### src/rtl/pal_cfg_pkg.sv
// Shared types and sizing helpers for the PAL configuration loader.
// The FSM state encoding and default fabric size live here.
package pal_cfg_pkg;

    typedef enum logic [2:0] {
        ST_IDLE,
        ST_LOAD,
        ST_SHIFT,
        ST_CHECK,
        ST_DONE
    } state_e;

    localparam int BYTE_BITS    = 8;
    localparam int CFG_BITS_DEF = 260;

    function automatic int data_bytes(input int bits);
        return (bits + BYTE_BITS - 1) / BYTE_BITS;
    endfunction

    function automatic int total_bytes(input int bits, input bit chk_en);
        return data_bytes(bits) + (chk_en ? 1 : 0);
    endfunction

    localparam int CFG_DATA_BYTES_DEF  = data_bytes(CFG_BITS_DEF);
    localparam int CFG_TOTAL_BYTES_DEF = total_bytes(CFG_BITS_DEF, 1'b1);
    localparam int CFG_CNT_W_DEF       = $clog2(CFG_BITS_DEF + 1);

endpackage

### src/rtl/pal_cfg_ser.sv
// Byte-wide load/shift register emitting LSB first, stopping after a
// per-byte bit limit so a final partial byte leaves its upper bits unshifted.
module pal_cfg_ser (
    input  logic       clk,
    input  logic       res_n,
    input  logic       load_i,
    input  logic [7:0] data_i,
    input  logic [3:0] nbits_i,
    input  logic       shift_i,
    output logic       bit_o,
    output logic       last_o
);

    logic [7:0] sr_q;
    logic [3:0] cnt_q;

    always_ff @(posedge clk or negedge res_n) begin
        if (!res_n) begin
            sr_q  <= '0;
            cnt_q <= '0;
        end else if (load_i) begin
            sr_q  <= data_i;
            cnt_q <= nbits_i;
        end else if (shift_i && (cnt_q != 4'd0)) begin
            sr_q  <= {1'b0, sr_q[7:1]};
            cnt_q <= cnt_q - 4'd1;
        end
    end

    assign bit_o  = sr_q[0];
    assign last_o = (cnt_q == 4'd1);

endmodule

### src/rtl/pal_cfg_loader.sv
// Streams host config bytes serially into the PAL fabric, LSB first,
// with an optional trailing XOR checksum byte verified at the end.
module pal_cfg_loader
    import pal_cfg_pkg::*;
#(
    parameter int CFG_BITS = CFG_BITS_DEF,
    parameter bit CHK_EN   = 1'b1
) (
    input  logic       clk,
    input  logic       res_n,
    input  logic       start,
    input  logic       abort,
    input  logic [7:0] byte_data,
    input  logic       byte_valid,
    output logic       byte_ready,
    output logic       cfg_bit,
    output logic       cfg_shift,
    output logic       busy,
    output logic       done,
    output logic       err
);

    localparam int               CNT_W      = $clog2(CFG_BITS + 1);
    localparam logic [CNT_W-1:0] CFG_BITS_C = CNT_W'(CFG_BITS);
    localparam logic [CNT_W-1:0] BYTE_C     = CNT_W'(BYTE_BITS);

    state_e           state_q, state_d;
    logic [CNT_W-1:0] bits_q, bits_d;
    logic [7:0]       chk_q, chk_d;
    logic             err_q, err_d;
    logic [CNT_W-1:0] rem;
    logic [CNT_W-1:0] bits_inc;
    logic [3:0]       ser_nbits;
    logic             ser_load;
    logic             ser_last;

    always_ff @(posedge clk or negedge res_n) begin
        if (!res_n) begin
            state_q <= ST_IDLE;
            bits_q  <= '0;
            chk_q   <= '0;
            err_q   <= 1'b0;
        end else begin
            state_q <= state_d;
            bits_q  <= bits_d;
            chk_q   <= chk_d;
            err_q   <= err_d;
        end
    end

    assign rem       = CFG_BITS_C - bits_q;
    assign bits_inc  = bits_q + CNT_W'(1);
    assign ser_nbits = (rem >= BYTE_C) ? 4'd8 : rem[3:0];

    // Abort overrides everything, including a handshake in the same cycle.
    always_comb begin
        state_d    = state_q;
        bits_d     = bits_q;
        chk_d      = chk_q;
        err_d      = err_q;
        byte_ready = 1'b0;
        cfg_shift  = 1'b0;
        ser_load   = 1'b0;
        if (abort) begin
            state_d = ST_IDLE;
            err_d   = 1'b0;
        end else begin
            case (state_q)
                ST_IDLE, ST_DONE: begin
                    if (start) begin
                        state_d = ST_LOAD;
                        bits_d  = '0;
                        chk_d   = '0;
                        err_d   = 1'b0;
                    end
                end
                ST_LOAD: begin
                    byte_ready = 1'b1;
                    if (byte_valid) begin
                        ser_load = 1'b1;
                        chk_d    = chk_q ^ byte_data;
                        state_d  = ST_SHIFT;
                    end
                end
                ST_SHIFT: begin
                    cfg_shift = 1'b1;
                    bits_d    = bits_inc;
                    if (ser_last) begin
                        if (bits_inc < CFG_BITS_C) begin
                            state_d = ST_LOAD;
                        end else if (CHK_EN) begin
                            state_d = ST_CHECK;
                        end else begin
                            state_d = ST_DONE;
                            err_d   = 1'b0;
                        end
                    end
                end
                ST_CHECK: begin
                    byte_ready = 1'b1;
                    if (byte_valid) begin
                        err_d   = (byte_data != chk_q);
                        state_d = ST_DONE;
                    end
                end
                default: state_d = ST_IDLE;
            endcase
        end
    end

    pal_cfg_ser u_ser (
        .clk     (clk),
        .res_n   (res_n),
        .load_i  (ser_load),
        .data_i  (byte_data),
        .nbits_i (ser_nbits),
        .shift_i (cfg_shift),
        .bit_o   (cfg_bit),
        .last_o  (ser_last)
    );

    assign busy = (state_q == ST_LOAD) || (state_q == ST_SHIFT) || (state_q == ST_CHECK);
    assign done = (state_q == ST_DONE);
    assign err  = err_q;

endmodule

### config.mk
export PLATFORM = sky130hd
export DESIGN_NAME = pal_cfg_loader
export DESIGN_NICKNAME = d
export VERILOG_FILES = /design/src/rtl/pal_cfg_pkg.sv /design/src/rtl/pal_cfg_ser.sv /design/src/rtl/pal_cfg_loader.sv
export SDC_FILE = /design/constraint.sdc
export NUM_CORES = 1
export LEC_CHECK = 0
export ABC_AREA = 1
export CORE_MARGIN = 8
export CORE_UTILIZATION = 57
export DETAILED_ROUTE_END_ITERATION = 6
export GPL_TIMING_DRIVEN = 0
export PLACE_DENSITY = 0.9
export SYNTH_ARGS = -nofsm -noshare
export SYNTH_HDL_FRONTEND = slang
export SYNTH_SLANG_ARGS = --single-unit
### constraint.sdc
create_clock -name clk -period 2 [get_ports clk]
set_input_delay 0.4 -clock clk [delete_from_list [all_inputs] [get_ports clk]]
set_output_delay 0.4 -clock clk [all_outputs]
set_load 0.01 [all_outputs]
* Yosys cells after proc, flatten, opt, wreduce, memory -nomap -nowiden
Cells that the tools add are included.
** Word-level totals
- Register bits :: 33
- Input bits :: 13
- Output and inout port bits :: 6
** Cells by class
- Add/subtract/negate cells :: 3
- Magnitude comparators :: 2
- Eq/ne operators :: 12
- Multiplexer cells :: 28
- Bitwise logic cells :: 2
- Reduce and logical (&&, ||, !) cells :: 15
** Operator list (count)
- $mux 8 :: 4
- $pmux 9 s2 :: 1
- $pmux 8 s2 :: 1
- $mux 3 :: 5
- $mux 4 :: 3
- $ne 3x3->1 const B :: 4
- $pmux 3 s4 :: 1
- $mux 1 :: 10
- $add 9x1->9 const B :: 1
- $ge 9x4->1 const B :: 1
- $lt 9x9->1 const B :: 1
- $mux 9 :: 1
- $sub 9x9->9 const A :: 1
- $ne 8x8->1 :: 1
- $reduce_and 4->1 :: 2
- $xor 8x8->8 :: 1
- $eq 3x2->1 const B :: 2
- $reduce_and 3->1 :: 2
- $reduce_bool 2->1 :: 3
- $eq 4x1->1 const B :: 1
- $ne 2x2->1 const B :: 2
- $reduce_bool 4->1 :: 1
- $reduce_or 2->1 :: 2
- $sub 4x1->4 const B :: 1
- 9 further kinds :: 10

* Depth between registers and ports, before layout
Gate-level depths: netlist (run 1).
- Depth after elaboration :: 6
- Mapped depth :: 13
- Depth with buffers taken out :: 13

* Modules after synthesis
From an unflattened synthesis (run 1), not the netlist that was laid out.
** Second synthesis, totals
- Cells, all modules :: 267
- Area, all modules :: 2095.8 um^2
** Modules (own cells, without submodules)
- pal_cfg_loader :: times used 1, cells an instance 182, area an instance 1402.6 um^2
- pal_cfg_ser :: times used 1, cells an instance 85, area an instance 693.2 um^2

* Least setup slack after synthesis (run 1)
No wires, ideal clock.
- Path kind :: flip-flop to flip-flop
- From :: register bits_q[0]
- To :: register u_ser.cnt_q[2]
- Setup time :: 117 ps
- Data arrival time :: 1337 ps
- Required time :: 1883 ps
- Path slack :: 546 ps
- Cell stages (with the launch flop) :: 14
- Clock period less this slack :: 1454 ps
- Cells stage by stage :: dfrtp_1 inv_1 ha_1 inv_1 nand2_1 nand3_1 nand2_1 nand2_1 nand2_1 nor2_1 nand2_1 nand2_2 nand3_1 nand2_1
** On the way
- Longest elaborated chain between the ends :: 4
** Ends and longest elaborated chain
- start: declaration :: RTL line pal_cfg_loader.sv:28 : logic [CNT_W-1:0] bits_q, bits_d;
- start signal: assignment :: RTL line pal_cfg_loader.sv:45 : bits_q <= bits_d;
- $sub 9x9->9 * :: RTL line pal_cfg_loader.sv:51 : assign rem = CFG_BITS_C - bits_q;
- $ge 9x4->1 :: RTL line pal_cfg_loader.sv:53 : assign ser_nbits = (rem >= BYTE_C) ? 4'd8 : rem[3:0];
- $mux 4 * :: RTL line pal_cfg_loader.sv:53
- $mux 4 * :: RTL line pal_cfg_ser.sv:21 : end else if (load_i) begin
- end signal: assignment :: RTL line pal_cfg_ser.sv:23 : cnt_q <= nbits_i;
- end signal: assignment :: RTL line pal_cfg_ser.sv:26 : cnt_q <= cnt_q - 4'd1;
- end: declaration :: RTL line pal_cfg_ser.sv:15 : logic [3:0] cnt_q;
Mark *: on every way between the ends. The rest lies on a longest branch, timed or not.
A chain may end at the register's enable or synchronous reset.

* Final worst setup path (run 1)
- From :: input abort
- To :: output byte_ready
** On the way
- Longest elaborated chain between the ends :: 1
** Ends and longest elaborated chain
- start: declaration :: RTL line pal_cfg_loader.sv:12 : input logic abort,
- $mux 1 :: RTL line pal_cfg_loader.sv:64 : if (abort) begin
- end: declaration :: RTL line pal_cfg_loader.sv:15 : output logic byte_ready,
Every way passes these cells.

==> results.txt, run 1 <==
----------------------------------------------------
[Floorplan]
  Std cell rows ... 22
  Starting Density ... 0.5913
  Boundary Pins ... 19
  Chip Width ... 77.39 um
  Area of the core region ... 0.003633 mm^2
  Die height ... 77.39 um
  Die outline area ... 0.005989 mm^2

[Critical path]
  Data arrival time of the worst path ... 1.53 ns
  Startpoint type of the worst setup path ... input port
  Setup crit end kind ... output pin
  Family of cells with the greatest summed delay on the critical path ... buffers and inverters
  Cells along the critical path ... dlygate4sd2_1 -> nor3_1 -> clkdlybuf4s50_1
  Required time reported for the critical path endpoint ... 1.60 ns
  Critical Path Slowest Stage Cell ... sky130_fd_sc_hd__clkdlybuf4s50_1
  Type of the worst setup path ... input port to output pin
  Buffers plus inverters on the worst setup path ... 2
  Biggest cell delay along the critical path ... 0.56 ns
  Maximum fanout along the worst path ... 6

[STA]
  Fmax ... 517.5 MHz
  Final cycle utilization of the critical path ... 0.9661
  Worst-margin pin slew ... 0.7365 ns
  Slew headroom ... 0.5090
  Setup TNS ... 0 ns
  Min Tclk post-route ... 1.932 ns
  Final worst setup slack ... 0.06781 ns
  Hold Vio Cnt, Final ... 0
  Pins over their slew limit ... 0
  RSZ-0062 raised after global routing ... no
  Setup violators final ... 0
  Clock skew ... 0.004167 ns

[Detailed routing]
  Residual DRC ... 0
  Total length of routed wires ... 4.777 mm
  Total number of vias ... 1932
  Number of iterations in the first detailed-routing pass ... 4
  Antenna-violating nets left ... 0
  Average wire per cell in the routed design ... 13.27 um
  Count of routing violations after the opening detailed-route iteration ... 160
  Vias per cell ... 5.367

[Clock tree]
  Clk slew on worst S/H paths ... 0.07 ns
  CTS HTree Levels ... 2
  Buffer depth of the longest clock path ... 2
  Clock latency of the later-clocked register in the worst-skew pair ... 0.29 ns
  Number of clock buffers inserted by TritonCTS ... 5
  Root buffer cell ... sky130_fd_sc_hd__clkbuf_8
  Clk sinks ... 33
  TritonCTS clock tree ... yes

[Final layout]
  Layout cells sized above 1 ... 0.1667
  # fillers ... 291
  Area Growth Syn to Fin ... 17.53%
  Antenna Cells ... 0
  Net count of the finished layout ... 329

[Placed design]
  Placer's final routability congestion estimate ... 0.8844
  HPWL reported at the end of detailed placement ... 3.314 mm
  Worst setup slack after placement ... -0.3258 ns
  IO buf count ... 18

[Power]
  Worst voltage drop across the vdd grid ... 821.3 uV
  Power density over cell area ... 1223 mW/mm^2
  Switching share of power ... 0.3960
  Sequential share of power ... 0.344
  Power Internal ... 1.865 mW
  Leakage Power ... 1.239 nW
  Switching power summed over all nets ... 1.223 mW
  Clock network fraction of total power ... 0.210
  Proportion of power drawn by combinational gates ... 0.446

[Synth]
  Syn Nets ... 302
  Cell variety after synth ... 32
  Post-Synthesis Cells ... 284
  Share of the yosys chip area belonging to registers ... 0.3844
  Mean cell area of the mapped netlist ... 7.564 um^2
  Synthesized cell area ... 0.002148 mm^2
  Number of warnings issued by yosys ... 0
  Post-synthesis register bit count ... 33

[Global routing]
  Maximum number of pins on one net before global-route repair ... 34
  Number of global-route vias before repair ... 1907
  Number of antenna violations at the first check in global routing ... 0
  Global routing usage summed across all routing layers ... 0.1705
  Wire length of the first global-routing pass ... 8.397 mm
  Gr ovfl total ... 0

[Flow run]
  Max_cap viols ... 0

[Min path]
  Class of the tightest hold or removal check ... input port to async pin

[Run status]
  Result of the run ... finished, final reports clean

----------------------------------------------------
## final cells by class
cell class              instances  area (um^2)  share of cell area
clock buffers                   7        86.33             0.03419
multi-input cells             214         1152              0.4564
well taps                      48        60.06             0.02379
repair buffers                 20        193.9             0.07681
plain buffers                   6        57.56             0.02279
inverters                      31        117.6             0.04658
clock inverters                 1        30.03             0.01189
flip-flops and latches         33        827.0              0.3276
## worst register-to-register path: cells and delay by family, from the launching register on
kind	cells	cell delay, ns
buf+inv	2	0.25
flops	1	0.42
simple gates	10	0.75
fa+ha+maj	1	0.20
## state kept, by name (all words and copies together), names as in the netlist
register and flops:
state_q 3, bits_q 9, chk_q 8, u_ser.cnt_q 4
err 1, u_ser.sr_q 8
## power groups by stage
stage / clock (mW) / sequential [mW] / combinational [mW]
3_5_place_dp: 0 / 1.08 / 1.32
3_3_place_gp: 0 / 1.06 / 1.29
4_1_cts: 0.655 / 1.06 / 1.37
6_report: 0.648 / 1.06 / 1.38
2_1_floorplan: 0 / 1.05 / 1.02
5_1_grt: 0.686 / 1.09 / 1.55
## metrics by stage
step | power (mW) | area, um^2 | util | instances | hold WS [ns]
3_3_place_gp | 2.349 | 2389 | 0.6574 | 350 | 0.4755
3_5_place_dp | 2.401 | 2384 | 0.6560 | 350 | 0.4846
5_1_grt | 3.325 | 2525 | 0.6949 | 360 | 0.2286
6_report | 3.088 | 2525 | 0.6949 | 360 | 0.1685
4_1_cts | 3.086 | 2514 | 0.6918 | 360 | 0.1874
2_1_floorplan | 2.066 | 2148 | - | 284 | 0.1044
## cells in the mapped netlist (all sizes together)
library cell  number  area share
dfrtp             33        0.38
nand4              1      0.0029
o211ai             1      0.0058
o22ai              3      0.0087
o21a               1      0.0035
nand3b             1      0.0035
xnor2              5       0.020
nor3               5       0.022
a22oi              1      0.0058
a21oi              6       0.024
nand3             21       0.057
inv               30       0.052
o21ai             29       0.069
clkinv             1      0.0023
o31ai              4       0.014
nor2              29       0.061
nand2             94        0.17
nand2b             1      0.0029
xor2               7       0.029
buf                6       0.027
ha                 5       0.029
## layer usage
metal | share of wire | vias up | global-route usage
met5 | 0 | - | 0
met1 | 0.46 | 893 | 0.2049
li1 | - | 967 | -
met2 | 0.47 | 63 | 0.2822
met3 | 0.052 | 9 | 0.04263
met4 | 0.019 | 0 | 0.07547
## cells in the final DEF, fill, tap and decap left out, drive strengths merged, types with 2 or more instances in the layout
cell type / n
clkdlybuf4s50: 13
dfrtp: 33
ha: 5
xnor2: 5
nand2: 94
nor2: 29
dlymetal6s2s: 2
a21oi: 6
o22ai: 3
xor2: 7
nor3: 5
o31ai: 4
o21ai: 29
nand3: 21
clkbuf: 7
buf: 9
inv: 30
## cells by family (layout without fill, tap and decap cells)
kind of cell,count (synthesis),count (layout),share of synthesized area
compound gates,45,45,0.1316
xor+xnor,12,12,0.04892
fa+ha+maj,5,5,0.02912
buf+inv,37,65,0.08153
flops,33,33,0.3844
simple gates,152,152,0.3244
## timing repair
item	4_1_cts	5_1_grt
setup buffers	2	0
gates resized for setup	3	4
hold buffers	0	0
setup endpoints to repair	3	3
## final timing paths
path / from / end / slack [ns] / cells past startpoint
hold reg to reg: err$_DFFE_PN0P_ / err$_DFFE_PN0P_ / 0.50 / 2
hold / removal: res_n / bits_q[8]$_DFFE_PN0P_ / 0.17 / 1
max in group asynchronous: res_n / state_q[2]$_DFFE_PN0P_ / 1.32 / 1
setup reg to reg: bits_q[0]$_DFFE_PN0P_ / u_ser.cnt_q[0]$_DFFE_PN0P_ / 0.27 / 13
setup / recovery: abort / byte_ready / 0.07 / 3
min in group clk: err$_DFFE_PN0P_ / err$_DFFE_PN0P_ / 0.50 / 2
Note: power is estimated with default switching activity, not from simulation.
==> run 2: changes to the inputs <==
CAP_MARGIN = 10   (was unset)
==> results of run 2 <==
The final DEF is identical to that of run 1; final timing and power are the same.
==> run 3: changes to the inputs <==
CORE_UTILIZATION = 52   (was 57)
PLACE_DENSITY = 0.87   (was 0.9)
clock period = 1.6 ns   (was 2 ns; I/O delays follow)
==> run 3 against run 2 <==
The run now ends with setup timing left. Largest cell class unchanged. Highest routed layer unchanged. Critical path type is now register to output pin. Worst setup slack got worse by 0.13 ns. Global-route usage decreased by 0.86 points. Via count up 12%. First-iteration DRC count is 59% higher. Sequential share of layout area fell by 2.7 points. Sequential power rose by 26%. Flip-flop and latch count unchanged. Utilization fell by 0.43 points. Routed wire length is 24% higher. Largest power group unchanged.
==> results.txt, run 3 (synthesized netlist as in run 1, its figures left out) <==
----------------------------------------------------
[Critical path]
  Worst reg-to-reg path cell count ... 12 (-1)
  Data arrival time of the worst path ... 1.34 ns (-0.19 ns)
  Setup crit end kind ... output pin
  Startpoint type of the worst setup path ... register
  Maximum fanout along the worst path ... 5 (-1)
  Type of the worst setup path ... register to output pin
  Required time reported for the critical path endpoint ... 1.28 ns (-0.32 ns)

[Final layout]
  Commonest non-fill, non-tap cell in the layout ... sky130_fd_sc_hd__nand2_1
  Antenna Cells ... 0 (unchanged)
  Area taken by flip-flops and latches ... 829.5 um^2 (+0.30%)
  # fillers ... 290 (-0.34%)
  Area Growth Syn to Fin ... 28.60%
  Net count of the finished layout ... 345 (+4.9%)
  Biggest registers after layout ... bits_q x9, chk_q x8, u_ser.sr_q x8
  Layout cells sized above 1 ... 0.2896 (+0.1230)
  Share of the core filled with cells ... 0.6906 (-0.004257)
  Top library cells by usage in the layout, fill and taps aside ... sky130_fd_sc_hd__nand2_1, sky130_fd_sc_hd__dfrtp_1, sky130_fd_sc_hd__inv_1
  Largest register FFs ... 9 (unchanged)
  Register with the most flip-flops ... bits_q
  Finished Layout Cells ... 378 (+5.0%)
  Total area of multi-input combinational cells ... 0.001246 mm^2 (+8.1%)

[Global routing]
  Number of global-route vias before repair ... 1906 (-0.052%)
  Gr ovfl total ... 0 (unchanged)
  Number of antenna violations at the first check in global routing ... 0 (unchanged)
  Global routing usage summed across all routing layers ... 0.1618 (-0.008649)
  Wire length of the first global-routing pass ... 8.280 mm (-1.4%)
  Maximum number of pins on one net before global-route repair ... 34 (unchanged)

[Clock tree]
  CTS Hold Buffers Added ... 0 (unchanged)
  Buffer depth of the longest clock path ... 2 (unchanged)
  Root buffer cell ... sky130_fd_sc_hd__clkbuf_8
  Clk sinks ... 33 (unchanged)
  Clk slew on worst S/H paths ... 0.07 ns (about the same)
  CTS HTree Levels ... 2 (unchanged)
  Clock latency of the later-clocked register in the worst-skew pair ... 0.30 ns (about the same)
  Number of clock buffers inserted by TritonCTS ... 5 (unchanged)
  TritonCTS clock tree ... yes

[STA]
  Fmax ... 602.5 MHz
  Final cycle utilization of the critical path ... 1.037
  Hold Worst Slack ... 0.07989 ns (-0.08861 ns)
  RSZ-0062 raised after global routing ... yes
  Hold Vio Cnt, Final ... 0 (unchanged)
  Pins over their slew limit ... 0 (unchanged)
  Slew headroom ... 0.5019 (-0.007147)
  Setup violators final ... 4 (+4)
  Final worst setup slack ... -0.05969 ns (-0.1275 ns)
  Clock skew ... 0.006200 ns (+0.002032 ns)
  Worst-margin pin slew ... 0.7472 ns (+0.01072 ns)
  Min Tclk post-route ... 1.660 ns

[Detailed routing]
  Total length of routed wires ... 5.933 mm (+24%)
  Residual DRC ... 0 (unchanged)
  Antenna-violating nets left ... 0 (unchanged)
  Total number of vias ... 2162 (+12%)
  Vias per cell ... 5.720 (+6.6%)
  Average wire per cell in the routed design ... 15.70 um (+18%)
  Count of routing violations after the opening detailed-route iteration ... 254 (+59%)
  Number of iterations in the first detailed-routing pass ... 7 (+3)

[Floorplan]
  Die outline area ... 0.006444 mm^2 (+7.6%)
  Std cell rows ... 23 (+4.5%)
  Starting Density ... 0.5371 (-0.05419)
  Boundary Pins ... 19 (unchanged)
  Area of the core region ... 0.004000 mm^2 (+10%)
  Die height ... 80.28 um (+3.7%)
  Chip Width ... 80.28 um (+3.7%)

[Min path]
  Class of the tightest hold or removal check ... input port to async pin

[Power]
  Worst voltage drop across the vdd grid ... 923.9 uV (+12%)
  Leakage Power ... 1.323 nW (+6.8%)
  Power density over cell area ... 1585 mW/mm^2 (+30%)

[Run status]
  Failing checks ... setup timing
  Result of the run ... finished, violations left

[Placed design]
  Placer's final routability congestion estimate ... 0.8738 (-1.2%)
  Worst setup slack after placement ... -0.5781 ns (-0.2523 ns)
  HPWL reported at the end of detailed placement ... 3.471 mm (+4.7%)
  Instance count after placement with tap cells included ... 352 (+0.57%)
  IO buf count ... 18 (unchanged)

[Flow run]
  Max_cap viols ... 0 (unchanged)

----------------------------------------------------
-- run 3: power by group --
part | total [mW] | switching, mW | internal [mW]
Combinational | 2.21 | 1.24 | 0.973
Clock | 0.833 | 0.326 | 0.508
Sequential | 1.34 | 0.208 | 1.13
Total | 4.38 | 1.77 | 2.61
-- run 3: area by class of cell --
| class | instances | share of cell area |
|---|---|---|
| clock buffers | 7 | 0.03125 |
| repair buffers | 37 | 0.1196 |
| inverters | 31 | 0.04393 |
| well taps | 50 | 0.02264 |
| plain buffers | 5 | 0.02038 |
| flip-flops and latches | 33 | 0.3003 |
| clock inverters | 1 | 0.01087 |
| multi-input cells | 214 | 0.4511 |
-- run 3: routing by layer --
metal,global-route usage,share of wire,vias to the layer above
met2,0.2757,0.51,105
met1,0.1933,0.41,1037
li1,-,-,999
met5,0,0,-
met4,0.06545,0.025,0
met3,0.03348,0.059,21
-- run 3: what timing repair did --
| action | in CTS | in global routing |
|---|---|---|
| endpoints found under the setup margin | 7 | 24 |
| pin swaps | 1 | 11 |
| resized for setup | 15 | 39 |
| gates cloned | 0 | 3 |
| buffers inserted | 5 | 11 |
-- run 3: critical path, stage by stage, from the launching register on --
cell                      delay [ns]
sky130_fd_sc_hd__dfrtp_2        0.45
sky130_fd_sc_hd__inv_2          0.09
sky130_fd_sc_hd__nand2_2        0.06
sky130_fd_sc_hd__inv_2          0.04
sky130_fd_sc_hd__nand2_2        0.06
sky130_fd_sc_hd__nor2_4         0.13
sky130_fd_sc_hd__buf_6          0.12
sky130_fd_sc_hd__buf_6          0.09
-- run 3: worst paths after layout --
check / from / to / slack (ns)
hold / removal: res_n / bits_q[4]$_DFFE_PN0P_ / 0.08
max in group asynchronous: res_n / bits_q[2]$_DFFE_PN0P_ / 0.99
setup reg to reg: bits_q[1]$_DFFE_PN0P_ / state_q[1]$_DFFE_PN0P_ / -0.04
hold reg to reg: err$_DFFE_PN0P_ / err$_DFFE_PN0P_ / 0.50
setup / recovery: state_q[2]$_DFFE_PN0P_ / cfg_shift / -0.06
min in group clk: err$_DFFE_PN0P_ / err$_DFFE_PN0P_ / 0.50
-- run 3: stage by stage --
step | power (mW) | cell area, um^2 | TNS [ns]
6_report | 4.380 | 2763 | -0.1718
5_1_grt | 4.658 | 2763 | -1.282
4_1_cts | 3.915 | 2549 | -0.2268
3_5_place_dp | 2.998 | 2386 | -4.066
3_3_place_gp | 2.931 | 2391 | -19.01
2_1_floorplan | 2.583 | 2148 | 0
